===== src/rtl/bus_arb_mux_if.sv =====
// bus_arb_mux_if: the handshake and data bundle between a set of producer channels, the
// bus_arb_mux selector and a single downstream consumer.
//
// Signals:
//   mode     1 = round-robin arbitration, 0 = direct select by sel
//   sel      channel index used in direct mode
//   req      per-channel "data offered" flags
//   din      packed channel data; channel k sits in din[k*WIDTH +: WIDTH]
//   grant    one-hot, one-cycle acknowledge to the channel that was captured
//   q        registered selected data
//   q_ch     index of the channel that produced q
//   q_valid  q/q_ch hold an unconsumed word
//   q_ready  consumer accepts q this cycle
//
// Modports:
//   master   the environment side (producers and consumer)
//   slave    the bus_arb_mux side
interface bus_arb_mux_if #(
    parameter int unsigned WIDTH    = 8,
    parameter int unsigned CHANNELS = 8,
    parameter int unsigned SEL_W    = 3
) ();

    logic                      mode;
    logic [SEL_W-1:0]          sel;
    logic [CHANNELS-1:0]       req;
    logic [CHANNELS*WIDTH-1:0] din;
    logic [CHANNELS-1:0]       grant;
    logic [WIDTH-1:0]          q;
    logic [SEL_W-1:0]          q_ch;
    logic                      q_valid;
    logic                      q_ready;

    modport master (
        output mode,
        output sel,
        output req,
        output din,
        output q_ready,
        input  grant,
        input  q,
        input  q_ch,
        input  q_valid
    );

    modport slave (
        input  mode,
        input  sel,
        input  req,
        input  din,
        input  q_ready,
        output grant,
        output q,
        output q_ch,
        output q_valid
    );

endinterface


===== src/rtl/bus_arb_mux.sv =====
// bus_arb_mux: selects one of CHANNELS data channels into a one-entry output register.
//
// The source is chosen either directly (mode=0, channel sel) or by round-robin arbitration
// (mode=1, search starts just above the last loaded channel). A word is loaded whenever the
// output register is empty or is being consumed this cycle, so back-to-back transfers run at
// one word per cycle. The captured channel receives a one-cycle grant pulse the cycle after
// its data was sampled.
//
// Ports:
//   clk    rising-edge clock
//   reset  synchronous, active-high reset
//   bus    bus_arb_mux_if.slave: mode, sel, req, din, q_ready in; grant, q, q_ch, q_valid out
module bus_arb_mux #(
    parameter int unsigned WIDTH    = 8,
    parameter int unsigned CHANNELS = 8,
    parameter int unsigned SEL_W    = 3
) (
    input logic          clk,
    input logic          reset,
    bus_arb_mux_if.slave bus
);

    // Elaboration-time parameter sanity checks.
    if (SEL_W != $clog2(CHANNELS)) begin : g_sel_w_check
        $error("bus_arb_mux: SEL_W must equal clog2(CHANNELS)");
    end
    if (WIDTH < 1 || WIDTH > 32) begin : g_width_check
        $error("bus_arb_mux: WIDTH must be in 1..32");
    end
    if (CHANNELS < 2 || CHANNELS > 16) begin : g_channels_check
        $error("bus_arb_mux: CHANNELS must be in 2..16");
    end

    typedef enum logic [0:0] {
        StEmpty,
        StFull
    } state_e;

    // Registered state and outputs.
    state_e              state_q;
    logic [WIDTH-1:0]    q_q;
    logic [SEL_W-1:0]    q_ch_q;
    logic [CHANNELS-1:0] grant_q;
    // Last loaded channel; round-robin search begins one above it.
    logic [SEL_W-1:0]    ptr_q;

    // Unpacked view of the channel data.
    logic [WIDTH-1:0] din_ch [CHANNELS];

    for (genvar g = 0; g < CHANNELS; g++) begin : g_unpack
        assign din_ch[g] = bus.din[g*WIDTH +: WIDTH];
    end

    // ------------------------------------------------------------------
    // Direct select
    // ------------------------------------------------------------------
    logic dir_in_range;
    logic dir_found;

    // With a power-of-two channel count every sel value names a real channel.
    if (CHANNELS == (1 << SEL_W)) begin : g_sel_full_range
        assign dir_in_range = 1'b1;
    end else begin : g_sel_part_range
        assign dir_in_range = (32'(bus.sel) < CHANNELS);
    end

    assign dir_found = dir_in_range & bus.req[bus.sel];

    // ------------------------------------------------------------------
    // Round-robin search: first requester at ptr+1, ptr+2, ... wrapping, ending at ptr itself.
    // ------------------------------------------------------------------
    logic             rr_found;
    logic [SEL_W-1:0] rr_idx;
    logic [SEL_W-1:0] rr_cand;

    always_comb begin
        rr_found = 1'b0;
        rr_idx   = '0;
        rr_cand  = '0;
        for (int unsigned i = 1; i <= CHANNELS; i++) begin
            rr_cand = SEL_W'((32'(ptr_q) + i) % CHANNELS);
            if (!rr_found && bus.req[rr_cand]) begin
                rr_found = 1'b1;
                rr_idx   = rr_cand;
            end
        end
    end

    // ------------------------------------------------------------------
    // Winner and load decision
    // ------------------------------------------------------------------
    logic             win_found;
    logic [SEL_W-1:0] win_idx;
    logic             load_opp;

    assign win_found = bus.mode ? rr_found : dir_found;
    assign win_idx   = bus.mode ? rr_idx   : bus.sel;

    // q_ready only matters while a word is held.
    assign load_opp  = (state_q == StEmpty) || bus.q_ready;

    // ------------------------------------------------------------------
    // Output register FSM
    // ------------------------------------------------------------------
    always_ff @(posedge clk) begin
        if (reset) begin
            state_q <= StEmpty;
            q_q     <= '0;
            q_ch_q  <= '0;
            grant_q <= '0;
            // Park the pointer on the top channel so channel 0 wins first after reset.
            ptr_q   <= SEL_W'(CHANNELS - 1);
        end else begin
            // grant is a single-cycle pulse; it is raised only on a load.
            grant_q <= '0;
            if (load_opp) begin
                if (win_found) begin
                    state_q <= StFull;
                    q_q     <= din_ch[win_idx];
                    q_ch_q  <= win_idx;
                    grant_q <= {{(CHANNELS-1){1'b0}}, 1'b1} << win_idx;
                    ptr_q   <= win_idx;
                end else begin
                    // Nothing to load: drop valid, keep the stale data/index visible.
                    state_q <= StEmpty;
                end
            end
        end
    end

    assign bus.q       = q_q;
    assign bus.q_ch    = q_ch_q;
    assign bus.q_valid = (state_q == StFull);
    assign bus.grant   = grant_q;

endmodule


===== src/flat_wrapper.sv =====
// flat-port wrapper written by rule: the top's interface ports become plain ports
module bus_arb_mux_flat 
#(
    parameter int unsigned WIDTH    = 8,
    parameter int unsigned CHANNELS = 8,
    parameter int unsigned SEL_W    = 3
)
  (clk, reset, bus_mode, bus_sel, bus_req, bus_din, bus_q_ready, bus_grant, bus_q, bus_q_ch, bus_q_valid);
  bus_arb_mux_if #(.WIDTH(WIDTH), .CHANNELS(CHANNELS), .SEL_W(SEL_W)) bus_i ();
  input logic clk;
  input logic reset;
  input wire logic [$bits(bus_i.mode)-1:0] bus_mode;
  input wire logic [$bits(bus_i.sel)-1:0] bus_sel;
  input wire logic [$bits(bus_i.req)-1:0] bus_req;
  input wire logic [$bits(bus_i.din)-1:0] bus_din;
  input wire logic [$bits(bus_i.q_ready)-1:0] bus_q_ready;
  output wire logic [$bits(bus_i.grant)-1:0] bus_grant;
  output wire logic [$bits(bus_i.q)-1:0] bus_q;
  output wire logic [$bits(bus_i.q_ch)-1:0] bus_q_ch;
  output wire logic [$bits(bus_i.q_valid)-1:0] bus_q_valid;
  assign bus_i.mode = bus_mode;
  assign bus_i.sel = bus_sel;
  assign bus_i.req = bus_req;
  assign bus_i.din = bus_din;
  assign bus_i.q_ready = bus_q_ready;
  assign bus_grant = bus_i.grant;
  assign bus_q = bus_i.q;
  assign bus_q_ch = bus_i.q_ch;
  assign bus_q_valid = bus_i.q_valid;
  bus_arb_mux #(.WIDTH(WIDTH), .CHANNELS(CHANNELS), .SEL_W(SEL_W)) u_core (.clk(clk), .reset(reset), .bus(bus_i));
endmodule

===== config.mk =====
export PLATFORM = sky130hd
export DESIGN_NAME = bus_arb_mux_flat
export DESIGN_NICKNAME = d
export VERILOG_FILES = /design/src/rtl/bus_arb_mux_if.sv /design/src/rtl/bus_arb_mux.sv /design/src/flat_wrapper.sv
export SDC_FILE = /design/constraint.sdc
export NUM_CORES = 1
export LEC_CHECK = 0
export CAP_MARGIN = 20
export CORE_UTILIZATION = 40
export DETAILED_ROUTE_END_ITERATION = 8
export PLACE_DENSITY = 0.81
export SLEW_MARGIN = 20
export SYNTH_ARGS = -nofsm -noshare
export SYNTH_HDL_FRONTEND = slang
export SYNTH_SLANG_ARGS = --single-unit

===== constraint.sdc =====
create_clock -name clk -period 8.15 [get_ports clk]
set_clock_uncertainty 0.1 [all_clocks]
set_input_delay 1.63 -clock clk [delete_from_list [all_inputs] [get_ports clk]]
set_output_delay 1.63 -clock clk [all_outputs]
set_load 0.03 [all_outputs]

Word level (Yosys, flattened, before mapping)
Cells that the tools add are included.
Cells by class
  add/subtract/negate cells: 8
  order comparisons: 10
  shifts and indexed selects: 1
  mux-type cells: 40
  bitwise gates (word level): 4
  reduce and logical (&&, ||, !) cells: 17
Operator list (count)
  < comparator 3 x 4 -> 1 bit, second input constant: 9
  binary-select mux 1 bit (select 3 bit): 9
  two-way mux 3 bit: 9
  binary-select mux 8 bit (select 3 bit): 1
  two-way mux 1 bit: 19
  two-way mux 8 bit: 2
  adder 3 bit, second input constant: 4
  left shift 1 x 3 -> 8 bit, first input constant: 1
  logical AND 1 bit: 7
  zero test 1 bit: 7
  adder 3 x 1 -> 3 bit, second input constant: 2
  adder 3 x 2 -> 3 bit, second input constant: 2
  greater-or-equal comparator 4 bit, second input constant: 1
  inverter 3 -> 4 bit: 1
  inverter 1 bit: 3
  OR reduction 3 bit: 1
  AND reduction 2 bit: 1
  logical OR 1 bit: 1
Word-level totals
  flip-flop bits (word level): 23
  bits of input ports: 79
  output and inout bits: 20
  logic and storage cells: 85

Depth between registers and ports, before layout
Gate-level depths: netlist of the first run.
  depth in word-level cells: 30
  gate-level depth with buffers: 17
  gate-level depth less buffers: 11

Worst setup path before layout of the first run
No wires, ideal clock.
  kind: input port to flip-flop
  start point: in bus_req[1]
  end point: reg u_core.q_q[7] (netlist: u_core.bus.q[7])
  library setup time: 79 ps
  arrival time: 4263 ps
  data required time: 7971 ps
  slack: 3708 ps
  stages on the path: 10
  buffers on the path: 1
  cells stage by stage: mux4_2 -> mux2_2 -> or3_1 -> and4b_1 -> a21oi_1 -> o21a_1 -> o22ai_2 -> clkbuf_1 -> mux2_2 -> o221ai_2
Between the ends
  longest elaborated chain between the ends: 29
  elaborated cells between the ends (all ways): 55
  classes of those cells: mux: 39; bitwise: 1; reduce/logical: 15
Ends and longest elaborated chain
  start, declared: line flat_wrapper.sv:14  | input wire logic [$bits(bus_i.req)-1:0] bus_req;
  binary-select mux 1 bit (select 3 bit): line bus_arb_mux.sv:82  | if (!rr_found && bus.req[rr_cand]) begin
  two-way mux 1 bit (not written as such): line bus_arb_mux.sv:82
  two-way mux 1 bit: line bus_arb_mux.sv:82
  zero test 1 bit: line bus_arb_mux.sv:82
  logical AND 1 bit: line bus_arb_mux.sv:82
  two-way mux 1 bit: line bus_arb_mux.sv:82
  zero test 1 bit: line bus_arb_mux.sv:82
  logical AND 1 bit: line bus_arb_mux.sv:82
  (+12 left out)
  two-way mux 1 bit: line bus_arb_mux.sv:82
  zero test 1 bit: line bus_arb_mux.sv:82
  logical AND 1 bit: line bus_arb_mux.sv:82
  two-way mux 3 bit: line bus_arb_mux.sv:82
  two-way mux 3 bit: line bus_arb_mux.sv:97  | assign win_idx = bus.mode ? rr_idx : bus.sel;
  inverter 3 -> 4 bit (not written as such): line bus_arb_mux.sv:119  | q_q <= din_ch[win_idx];
  binary-select mux 8 bit (select 3 bit): line bus_arb_mux.sv:119
  two-way mux 8 bit (not written as such) (2 in a row): line bus_arb_mux.sv:119
  end signal, assigned: line bus_arb_mux.sv:119
  end, declared: line bus_arb_mux.sv:41  | logic [WIDTH-1:0] q_q;
Parallel ways exist; a longest one is shown, timed or not. The select of a mux whose other input is x is not followed.
A chain may end at the register's enable or synchronous reset.

Worst setup path in the final report of the first run
  start point: in bus_req[2]
  end point: reg u_core.grant_q[1] (netlist: u_core.bus.grant[1])
Between the ends
  longest elaborated chain between the ends: 27
  elaborated cells between the ends (all ways): 53
  classes of those cells: shift: 1; mux: 36; bitwise: 1; reduce/logical: 15
Ends and longest elaborated chain
  binary-select mux 1 bit (select 3 bit): line bus_arb_mux.sv:82
  two-way mux 1 bit (not written as such): line bus_arb_mux.sv:82
  two-way mux 1 bit: line bus_arb_mux.sv:82
  zero test 1 bit: line bus_arb_mux.sv:82
  logical AND 1 bit: line bus_arb_mux.sv:82
  two-way mux 1 bit: line bus_arb_mux.sv:82
  zero test 1 bit: line bus_arb_mux.sv:82
  logical AND 1 bit: line bus_arb_mux.sv:82
  (+11 left out)
  logical AND 1 bit: line bus_arb_mux.sv:82
  two-way mux 1 bit: line bus_arb_mux.sv:82
  zero test 1 bit: line bus_arb_mux.sv:82
  logical AND 1 bit: line bus_arb_mux.sv:82
  two-way mux 1 bit: line bus_arb_mux.sv:82
  two-way mux 1 bit: line bus_arb_mux.sv:96  | assign win_found = bus.mode ? rr_found : dir_found;
  inverter 1 bit (no source line)
  OR reduction 3 bit (no source line)
  end signal, assigned: line bus_arb_mux.sv:121  | grant_q <= {{(CHANNELS-1){1'b0}}, 1'b1} << win_idx;
  end, declared: line bus_arb_mux.sv:43  | logic [CHANNELS-1:0] grant_q;
Parallel ways exist; a longest one is shown, timed or not. The select of a mux whose other input is x is not followed.

==> impl_table.tex, run 1 <==
\begin{tabular}{lr}
\hline
Metric & Value \\
\hline
\multicolumn{2}{l}{\textbf{Status}} \\
\quad Run status & completed \\
\multicolumn{2}{l}{\textbf{Yosys}} \\
\quad Number of different library cells in the post-synthesis netlist & 47 \\
\quad Post-synthesis instance area & 2384 um\^{}2 \\
\quad Main combinational cell family by area after synthesis & multiplexers \\
\quad Synth Warn \# & 0 \\
\quad Main area contributors after synthesis & dfxtp\_1 (19\%), mux2i\_1 (18\%), mux2\_2 (11\%), mux4\_2 (10\%), o221ai\_2 (5.0\%) \\
\quad Synth Area in Compound Gates & 16.27\% \\
\quad Post-synthesis share of cell area spent on xor and xnor gates & 1.417\% \\
\quad Number of nets in the synthesized netlist & 328 \\
\quad Number of enable-type register cells in the synthesized netlist & 0 \\
\quad Number of synthesized register bits & 23 \\
\quad Adder-cell area share of the yosys netlist & 1.050\% \\
\quad Instance count of the mapped netlist & 247 \\
\quad Async set-reset flop share out of synthesis & 0\% \\
\quad Synth Area in Simple Gates & 15.80\% \\
\quad Leading area contributor after synthesis & dfxtp\_1 \\
\quad Post-synth top flop & dfxtp\_1 \\
\quad Area share of the largest cell type after synthesis & 19.32\% \\
\quad Average cell area after synthesis & 9.650 um\^{}2 \\
\quad Multiplexer fraction of the synthesized cell area & 40.31\% \\
\quad Portion of the post-synthesis area used by sequential elements & 19.32\% \\
\multicolumn{2}{l}{\textbf{Timing}} \\
\quad Sum Neg Setup Slack & 0 ps \\
\quad Final hold violation count & 0 \\
\quad Tightest slew margin relative to the limit & 48.27\% \\
\quad Setup repair after global routing missed its margin & no \\
\quad Upper clock frequency limit & 0.1900 GHz \\
\quad \# setup viols final & 0 \\
\quad Slew of the pin with the lowest slew margin & 776.0 ps \\
\quad Fin Hold WS & 376.3 ps \\
\quad Worst setup slack after layout & 2886 ps \\
\quad Shortest clock period the worst path allows after layout & 5264 ps \\
\quad Max-slew violation count & 0 \\
\quad Final clock period utilization by the worst path & 64.59\% \\
\multicolumn{2}{l}{\textbf{Worst setup path}} \\
\quad Critical path cell sequence & clkdlybuf4s50\_1 -> mux4\_2 -> mux2\_2 -> or3\_1 -> nor4bb\_1 -> a41o\_1 -> nand2b\_1 -> nor2\_1 -> nand2b\_1 -> and3b\_1 \\
\quad Crit path capture type & register \\
\quad Slowest stage cell on the critical path & mux4\_2 \\
\quad Max Fanout on Critical Path & 12 \\
\quad Crit Path Class & input pin to register \\
\quad Most frequent cell on the critical path & nand2b\_1 \\
\quad Kind of start point of the critical path & input pin \\
\quad Slowest cell delay on critical path & 580 ps \\
\quad Worst Path Required & 8220 ps \\
\quad Arrival time worst endpoint & 5330 ps \\
\multicolumn{2}{l}{\textbf{Routing}} \\
\quad Drt initial violations & 161 \\
\quad Final routed DRC violation total & 0 \\
\quad Avg Vias per Cell & 5.790 \\
\quad Post-detailed-route wirelength per cell & 18.05 um \\
\quad Via count of the routed design & 2339 \\
\quad Aggregate routed wire length & 7292 um \\
\quad First-pass detailed-route iteration total & 5 \\
\quad Post-route antenna net violation count & 0 \\
\multicolumn{2}{l}{\textbf{Floorplanning}} \\
\quad \# rows & 27 \\
\quad Area of the core & 5608 um\^{}2 \\
\quad Die Span Y & 79.20 um \\
\quad Initial Util & 42.50\% \\
\quad I/O Pins & 99 \\
\quad Die area & 6272 um\^{}2 \\
\quad Die Wd & 79.20 um \\
\multicolumn{2}{l}{\textbf{Clock tree}} \\
\quad Number of buffers inserted for hold repair after clock tree synthesis & 0 \\
\quad Clock transition at the registers of the reported paths & 90 ps \\
\quad Post-cts repair resize count & 0 \\
\quad Clock buffer count from CTS & 3 \\
\quad Clock H-tree levels & 1 \\
\quad Number of buffers between clock root and the deepest sink & 2 \\
\quad Clock sink count & 23 \\
\quad Clock tree from TritonCTS & done \\
\quad Root Buffer & clkbuf\_8 \\
\quad Later-pin clock latency in the skew report & 270 ps \\
\quad Post-CTS setup-driven buffer insertion count & 0 \\
\multicolumn{2}{l}{\textbf{Final layout}} \\
\quad Footprint of the multi-input gates & 1792 um\^{}2 \\
\quad ANT cells & 0 \\
\quad Most used cells in the layout excluding fill and tap cells & clkdlybuf4s50\_1 (98), mux2i\_1 (42), mux2\_2 (24) \\
\quad Area delta synth->final & 43.20\% \\
\quad \# nets final & 414 \\
\quad Sequential Area & 460.4 um\^{}2 \\
\quad Fraction of layout instances using a drive strength above 1 & 15.66\% \\
\quad Leading cell type in the layout, fill and taps excluded & clkdlybuf4s50\_1 \\
\quad Fill cell count & 494 \\
\multicolumn{2}{l}{\textbf{Pwr}} \\
\quad Total internal power & 396.5 uW \\
\quad P\_sw & 306.2 uW \\
\quad Worst IR drop on VDD & 169.3 uV \\
\quad Gate power share & 67.9\% \\
\quad Switching share of power & 43.58\% \\
\quad Total Power Consumption & 702.7 uW \\
\quad Total power per unit cell area & 205.9 nW/um\^{}2 \\
\quad Proportion of power drawn by the clock network & 10.5\% \\
\quad Pleak & 1.309 nW \\
\quad Fraction of power consumed by sequential logic & 21.7\% \\
\multicolumn{2}{l}{\textbf{Placement}} \\
\quad Routability-driven placement congestion ratio & 0.8920 \\
\quad Post-placement worst setup slack & 2476 ps \\
\quad Post-detailed-placement half-perimeter wirelength & 5541 um \\
\quad Count of input and output buffers & 98 \\
\multicolumn{2}{l}{\textbf{GRT}} \\
\quad Antenna violations before repair & 0 \\
\quad Number of global-route vias before repair & 2205 \\
\quad Maximum number of pins on one net before global-route repair & 42 \\
\quad Overall overflow remaining after global route & 0 \\
\quad Global-route wire length before repair & 11390 um \\
\quad Total Routing Usage GR & 23.09\% \\
\multicolumn{2}{l}{\textbf{Job}} \\
\quad Max Cap Violations & 0 \\
\multicolumn{2}{l}{\textbf{Worst hold path}} \\
\quad Tightest Hold Check Type & register to register \\
\hline
\end{tabular}
[worst paths after layout]
kind	start	slack, ps	to	cells past startpoint
min	u_core.bus.q[7]$_SDFFE_PP0P_	380	u_core.bus.q[7]$_SDFFE_PP0P_	2
min reg2reg	u_core.bus.q[7]$_SDFFE_PP0P_	380	u_core.bus.q[7]$_SDFFE_PP0P_	2
max	bus_req[2]	2890	u_core.bus.grant[1]$_SDFF_PP0_	10
max reg2reg	u_core.ptr_q[1]$_SDFFE_PP1P_	3390	u_core.bus.q[3]$_SDFFE_PP0P_	12
[worst max-delay path, delay by kind of cell]
family / cells / cell delay (ps)
AO/OA/AOI/OAI: 1 / 290
buffers and inverters: 1 / 560
multiplexers: 2 / 920
AND/OR/NAND/NOR: 6 / 1920
[registers in the layout, summed over array words and instances, names as in the netlist]
register / cells
u_core.bus.grant: 8
u_core.bus.q: 8
u_core.ptr_q: 3
u_core.bus.q_ch: 3
u_core.bus.q_valid: 1
[area by class of cell]
| cell class | count | area share, % |
|---|---|---|
| clock buffers | 3 | 1.210 |
| repair buffers | 100 | 29.18 |
| flip-flops and latches | 23 | 13.49 |
| well taps | 72 | 2.639 |
| clock inverters | 1 | 0.2199 |
| multi-input cells | 198 | 52.49 |
| inverters | 7 | 0.7698 |
[routing by layer]
layer	wire length, um	GRT usage [%]	vias up
met1	3423	34.34	1117
met2	3361	34.57	90
li1	-	-	1124
met5	0	0	-
met4	64	4.364	0
met3	442	4.138	8
[through the flow]
stage | utilization, % | instance area [um^2] | cells
after floorplan | - | 2384 | 247
after global placement | 59.86 | 3357 | 400
after detailed placement | 59.86 | 3357 | 400
after CTS | 60.73 | 3406 | 404
after global routing | 60.87 | 3413 | 404
final | 60.87 | 3413 | 404
[kinds of logic after synthesis]
family	after synthesis
AO/OA/AOI/OAI	44
AND/OR/NAND/NOR	70
XOR/XNOR	3
adder cells (fa/ha/maj)	2
buffers and inverters	26
multiplexers	79
flip-flops	23
[power by group through the flow]
stage          clock network, mW  registers (mW)  logic (mW)
2_1_floorplan                  0           0.178       0.316
3_3_place_gp                   0           0.154       0.463
3_5_place_dp                   0           0.154       0.468
4_1_cts                   0.0747           0.152       0.470
5_1_grt                   0.0808           0.155       0.510
6_report                  0.0734           0.152       0.477
[cells in the mapped netlist, drive strengths merged (2+ instances only)]
cell type and number:
and4b 2, a22oi 3, dfxtp 23, nand2 20, nor2b 11, o22ai 4, nor4 2, mux2 26
o31ai 3, clkbuf 6, inv 7, a21oi 11, xnor2 3, nor3b 4, nand2b 5, a221oi 5
ha 2, nor3 7, nor2 10, nand4 2, o221ai 8, mux2i 42, mux4 11, buf 13
a211oi 2
No activity file was read; power rests on OpenSTA's default activity.
==> run 2: changes to the inputs <==
clock period = 5.25 ns   (was 8.15 ns; I/O delays follow)
==> run 2 against run 1 <==
Compared with the run above:
- power up 56%
- count of clock-buffer cells in the layout unchanged
- largest power group unchanged
- global-route usage down 0.48 points
- cell count up 0.99%
==> impl_table.tex, run 2 (synthesis gave the netlist of run 1 again) <==
\begin{tabular}{lr}
\hline
Metric & Value \\
\hline
\multicolumn{2}{l}{\textbf{Status}} \\
\quad Run status & completed \\
\multicolumn{2}{l}{\textbf{Worst setup path}} \\
\quad Worst R2R Setup Slack & 1350 ps \\
\quad Critical R2R Launch & u\_core.ptr\_q[0]\$\_SDFFE\_PP1P\_ \\
\quad Crit path capture type & register \\
\quad Worst Path Required & 5340 ps \\
\quad Reg2reg path depth & 11 \\
\quad Arrival time worst endpoint & 4650 ps \\
\quad Endpoint of the worst-slack reg-to-reg timing path & u\_core.bus.q[4]\$\_SDFFE\_PP0P\_ \\
\quad Crit Path Class & input pin to register \\
\quad Max Fanout on Critical Path & 11 \\
\quad Kind of start point of the critical path & input pin \\
\multicolumn{2}{l}{\textbf{Worst hold path}} \\
\quad Start point of the worst min-delay path & u\_core.bus.q[0]\$\_SDFFE\_PP0P\_ \\
\quad Tightest Hold Check Type & register to register \\
\quad Number of cells on the worst hold path & 2 \\
\quad Worst min-delay path endpoint & u\_core.bus.q[0]\$\_SDFFE\_PP0P\_ \\
\multicolumn{2}{l}{\textbf{Timing}} \\
\quad \# setup viols final & 0 \\
\quad Final hold violation count & 0 \\
\quad Slew of the pin with the lowest slew margin & 675.8 ps \\
\quad Final clock period utilization by the worst path & 86.91\% \\
\quad Sum Neg Setup Slack & 0 ps \\
\quad Upper clock frequency limit & 0.2192 GHz \\
\quad Worst setup slack after layout & 687.2 ps \\
\quad Setup repair after global routing missed its margin & no \\
\quad Max-slew violation count & 0 \\
\quad Tightest slew margin relative to the limit & 54.89\% \\
\quad Shortest clock period the worst path allows after layout & 4563 ps \\
\quad Fin Hold WS & 374.7 ps \\
\multicolumn{2}{l}{\textbf{GRT}} \\
\quad Maximum number of pins on one net before global-route repair & 26 \\
\quad Overall overflow remaining after global route & 0 \\
\quad Antenna violations before repair & 0 \\
\quad Number of global-route vias before repair & 2166 \\
\quad Global-route wire length before repair & 11040 um \\
\quad Total Routing Usage GR & 22.61\% \\
\multicolumn{2}{l}{\textbf{Pwr}} \\
\quad Pleak & 1.333 nW \\
\quad Worst IR drop on VDD & 203.5 uV \\
\quad Total power per unit cell area & 317.8 nW/um\^{}2 \\
\multicolumn{2}{l}{\textbf{Placement}} \\
\quad Count of input and output buffers & 98 \\
\quad Routability-driven placement congestion ratio & 0.8885 \\
\quad Post-placement worst setup slack & 445.2 ps \\
\quad DP Cell Count & 404 \\
\quad Post-detailed-placement half-perimeter wirelength & 5573 um \\
\multicolumn{2}{l}{\textbf{Clock tree}} \\
\quad Clock transition at the registers of the reported paths & 90 ps \\
\quad Later-pin clock latency in the skew report & 270 ps \\
\quad Number of buffers inserted for hold repair after clock tree synthesis & 0 \\
\quad Clock H-tree levels & 1 \\
\quad Root Buffer & clkbuf\_8 \\
\quad Post-CTS setup-driven buffer insertion count & 0 \\
\quad Clock buffer count from CTS & 3 \\
\quad Number of buffers between clock root and the deepest sink & 2 \\
\quad Post-cts repair resize count & 0 \\
\quad Clock sink count & 23 \\
\quad Clock tree from TritonCTS & done \\
\multicolumn{2}{l}{\textbf{Routing}} \\
\quad Aggregate routed wire length & 7141 um \\
\quad Post-detailed-route wirelength per cell & 17.50 um \\
\quad Post-route antenna net violation count & 0 \\
\quad Drt initial violations & 151 \\
\quad Final routed DRC violation total & 0 \\
\quad Avg Vias per Cell & 5.574 \\
\quad First-pass detailed-route iteration total & 4 \\
\quad Via count of the routed design & 2274 \\
\multicolumn{2}{l}{\textbf{Final layout}} \\
\quad ANT cells & 0 \\
\quad Fraction of layout instances using a drive strength above 1 & 16.67\% \\
\quad Non-filler cells in the finished layout & 408 \\
\quad Area delta synth->final & 44.67\% \\
\quad Most used cells in the layout excluding fill and tap cells & clkdlybuf4s50\_1 (98), mux2i\_1 (42), mux2\_2 (24) \\
\quad \# nets final & 418 \\
\quad Leading cell type in the layout, fill and taps excluded & clkdlybuf4s50\_1 \\
\quad Util after Layout & 61.49\% \\
\multicolumn{2}{l}{\textbf{Job}} \\
\quad Max Cap Violations & 0 \\
\multicolumn{2}{l}{\textbf{Floorplanning}} \\
\quad Die Span Y & 79.20 um \\
\quad Die area & 6272 um\^{}2 \\
\quad \# rows & 27 \\
\quad Die Wd & 79.20 um \\
\quad I/O Pins & 99 \\
\quad Initial Util & 42.50\% \\
\quad Area of the core & 5608 um\^{}2 \\
\hline
\end{tabular}
==> run 2: layout make-up <==
cell class                 count  area, um^2
fill                         503        2160
multi-input combinational    198        1784
clock inverter                 1       7.507
sequential                    23       460.4
clock buffer                   3       41.29
tap                           72       90.09
timing repair buffer         104        1039
inverter                       7       26.28
==> run 2: power by group <==
group	total, mW	switching, mW	internal, mW	leakage (nW)
Clock	0.116	0.0622	0.0538	0.0217
Sequential	0.228	0.0221	0.206	0.189
Combinational	0.752	0.385	0.367	1.12
Total	1.10	0.469	0.627	1.33
==> run 2: worst max-delay path, cell delays in order <==
cell and delay, ps:
clkdlybuf4s50_1 560, mux4_2 570, mux2_2 340, or3_1 360
and4b_1 310, nor4_1 90, o31ai_4 480, buf_4 310
mux2i_1 100, mux2_2 300, o221ai_2 160
==> run 2: worst max-delay path by stage <==
stage,startpoint,end,slack (ps),cells after the start
global route,bus_req[2],u_core.bus.q[1]$_SDFFE_PP0P_,530,11
global placement,bus_req[2],u_core.bus.q[7]$_SDFFE_PP0P_,520,10
floorplan,u_core.ptr_q[1]$_SDFFE_PP1P_,u_core.bus.q[7]$_SDFFE_PP0P_,1120,14
finish,bus_req[2],u_core.bus.q[4]$_SDFFE_PP0P_,690,11
detailed placement,bus_req[2],u_core.bus.q[1]$_SDFFE_PP0P_,450,11
CTS,bus_req[2],u_core.bus.q[4]$_SDFFE_PP0P_,730,11
==> run 2: stage by stage <==
step	power, mW	instance area (um^2)
floorplan	0.7673	2384
global placement	0.9724	3400
detailed placement	0.9768	3400
CTS	1.094	3448
global route	1.162	3448
finish	1.096	3448
==> run 2: per-layer routing <==
metal  routed length (um)  vias to the layer above  share of wire (%)  track usage (%)
met1                 3345                     1075                 47            33.57
met3                  422                        8                5.9            4.023
li1                     -                     1124                  -                -
met2                 3293                       67                 46            33.79
met5                    0                        -                  0                0
met4                   80                        0                1.1            4.545
==> run 3: changes to the inputs <==
clock period = 4.35 ns   (was 5.25 ns; I/O delays follow)
==> run 3 against run 2 <==
Compared with the run above:
- critical endpoint is now u_core.bus.q[3]$_SDFFE_PP0P_
- design area increased by 3.4%
- routed wire length increased by 4.8%
- critical path depth unchanged
- power increased by 24%
- global-route usage increased by 1.2 points
==> impl_table.tex, run 3 (synthesis gave the netlist of run 1 again) <==
\begin{tabular}{lr}
\hline
Metric & Value \\
\hline
\multicolumn{2}{l}{\textbf{Status}} \\
\quad Run status & completed \\
\multicolumn{2}{l}{\textbf{Clock tree}} \\
\quad Later-pin clock latency in the skew report & 260 ps \\
\quad Number of buffers between clock root and the deepest sink & 2 \\
\quad Post-CTS setup-driven buffer insertion count & 0 \\
\quad Clock buffer count from CTS & 3 \\
\quad Number of buffers inserted for hold repair after clock tree synthesis & 0 \\
\quad Clock sink count & 23 \\
\quad Post-cts repair resize count & 0 \\
\quad Clock H-tree levels & 1 \\
\quad Clock transition at the registers of the reported paths & 80 ps \\
\quad Root Buffer & clkbuf\_8 \\
\quad Clock tree from TritonCTS & done \\
\multicolumn{2}{l}{\textbf{Pwr}} \\
\quad Pleak & 1.404 nW \\
\quad Total Power Consumption & 1.356 mW \\
\quad Worst IR drop on VDD & 234.6 uV \\
\quad Total power per unit cell area & 380.1 nW/um\^{}2 \\
\multicolumn{2}{l}{\textbf{Final layout}} \\
\quad Most used cells in the layout excluding fill and tap cells & clkdlybuf4s50\_1 (98), mux2i\_1 (42), mux2\_2 (24) \\
\quad ANT cells & 0 \\
\quad Leading cell type in the layout, fill and taps excluded & clkdlybuf4s50\_1 \\
\quad Fraction of layout instances using a drive strength above 1 & 20.00\% \\
\quad Area delta synth->final & 49.61\% \\
\quad \# nets final & 432 \\
\quad Design area & 3566 um\^{}2 \\
\multicolumn{2}{l}{\textbf{Worst setup path}} \\
\quad Slowest stage cell on the critical path & mux4\_2 \\
\quad Crit Path Class & input pin to register \\
\quad Most frequent cell on the critical path & mux2\_2 \\
\quad Crit path capture type & register \\
\quad Critical path cell sequence & clkdlybuf4s50\_1 -> mux4\_2 -> mux2\_2 -> or3\_1 -> and4b\_1 -> nor4\_1 -> o31ai\_4 -> buf\_12 -> mux2i\_1 -> mux2\_2 -> o221ai\_2 \\
\quad Worst R2R Setup Slack & 600 ps \\
\quad Reg2reg path depth & 11 \\
\quad Critical R2R Launch & u\_core.ptr\_q[0]\$\_SDFFE\_PP1P\_ \\
\quad Kind of start point of the critical path & input pin \\
\quad Launching instance or port of the critical path & bus\_req[4] \\
\quad Slowest cell delay on critical path & 530 ps \\
\quad Worst Path Required & 4410 ps \\
\quad Max Fanout on Critical Path & 41 \\
\quad Endpoint of the worst-slack reg-to-reg timing path & u\_core.bus.q[3]\$\_SDFFE\_PP0P\_ \\
\quad Arrival time worst endpoint & 4120 ps \\
\multicolumn{2}{l}{\textbf{Floorplanning}} \\
\quad Die area & 6272 um\^{}2 \\
\quad I/O Pins & 99 \\
\quad Die Span Y & 79.20 um \\
\quad Area of the core & 5608 um\^{}2 \\
\quad Die Wd & 79.20 um \\
\quad \# rows & 27 \\
\quad Initial Util & 42.50\% \\
\multicolumn{2}{l}{\textbf{Placement}} \\
\quad Routability-driven placement congestion ratio & 0.9297 \\
\quad Count of input and output buffers & 98 \\
\quad Post-detailed-placement half-perimeter wirelength & 5992 um \\
\quad Post-placement worst setup slack & 52.71 ps \\
\quad Post-Place Cell Area & 3517 um\^{}2 \\
\multicolumn{2}{l}{\textbf{Routing}} \\
\quad Via count of the routed design & 2380 \\
\quad First-pass detailed-route iteration total & 4 \\
\quad Aggregate routed wire length & 7487 um \\
\quad Post-detailed-route wirelength per cell & 17.74 um \\
\quad Post-route antenna net violation count & 0 \\
\quad Drt initial violations & 225 \\
\quad Avg Vias per Cell & 5.640 \\
\quad Final routed DRC violation total & 0 \\
\multicolumn{2}{l}{\textbf{Timing}} \\
\quad Worst setup slack after layout & 289.1 ps \\
\quad Setup repair after global routing missed its margin & no \\
\quad Upper clock frequency limit & 0.2463 GHz \\
\quad Final clock period utilization by the worst path & 93.35\% \\
\quad Final hold violation count & 0 \\
\quad Shortest clock period the worst path allows after layout & 4061 ps \\
\quad Max-slew violation count & 0 \\
\quad Slew of the pin with the lowest slew margin & 507.6 ps \\
\quad \# setup viols final & 0 \\
\quad Sum Neg Setup Slack & 0 ps \\
\quad Tightest slew margin relative to the limit & 65.99\% \\
\multicolumn{2}{l}{\textbf{Worst hold path}} \\
\quad Start point of the worst min-delay path & u\_core.bus.q[4]\$\_SDFFE\_PP0P\_ \\
\quad Worst min-delay path endpoint & u\_core.bus.q[4]\$\_SDFFE\_PP0P\_ \\
\quad Tightest Hold Check Type & register to register \\
\quad Number of cells on the worst hold path & 2 \\
\multicolumn{2}{l}{\textbf{Job}} \\
\quad Max Cap Violations & 0 \\
\multicolumn{2}{l}{\textbf{GRT}} \\
\quad Antenna violations before repair & 0 \\
\quad Number of global-route vias before repair & 2302 \\
\quad Total Routing Usage GR & 23.77\% \\
\quad Global-route wire length before repair & 11560 um \\
\quad Maximum number of pins on one net before global-route repair & 42 \\
\quad Overall overflow remaining after global route & 0 \\
\hline
\end{tabular}
==> run 3: changes by cell type in the layout (fill, tap and decap cells not counted) <==
cell and change:
buf_12 +1, buf_4 +13
==> run 3: where the power goes <==
group | switching, mW | internal, mW
Sequential | 0.0277 | 0.248
Clock | 0.0720 | 0.0648
Combinational | 0.476 | 0.467
Total | 0.576 | 0.780
==> run 3: stage by stage <==
step	util [%]	cells	hold WS, ps
finish	63.59	422	383.5
global route	63.59	422	407.2
CTS	63.59	422	385.2
detailed placement	62.72	418	359.3
global placement	62.72	418	349.4
floorplan	-	247	480.4
==> run 3: worst max path at each step <==
stage                                              end  depth (start not counted)
after detailed placement  u_core.bus.q[3]$_SDFFE_PP0P_                         11
after global routing      u_core.bus.q[7]$_SDFFE_PP0P_                         12
after floorplan           u_core.bus.q[7]$_SDFFE_PP0P_                         14
after global placement    u_core.bus.q[3]$_SDFFE_PP0P_                         11
final                     u_core.bus.q[3]$_SDFFE_PP0P_                         11
after CTS                 u_core.bus.q[3]$_SDFFE_PP0P_                         11
==> run 3: worst max-delay path, delay by kind of cell <==
family | cells | cell delay (ps)
and+or+nand+nor | 3 | 750
AOI/OAI and AO/OA | 2 | 360
muxes | 4 | 1400
buffers and inverters | 2 | 720
==> run 3: area by class of cell <==
type / count / area (um^2)
fill: 499 / 2042
sequential: 23 / 460.4
multi-input combinational: 198 / 1784
timing repair buffer: 118 / 1156
inverter: 7 / 26.28
tap: 72 / 90.09
clock buffer: 3 / 41.29
clock inverter: 1 / 7.507
==> run 3: routing by layer <==
metal,vias up,wire length (um),track usage (%)
met3,4,449,4.253
met5,-,0,0
met4,0,27,3.273
met2,77,3702,39.14
li1,1156,-,-
met1,1143,3308,32.94
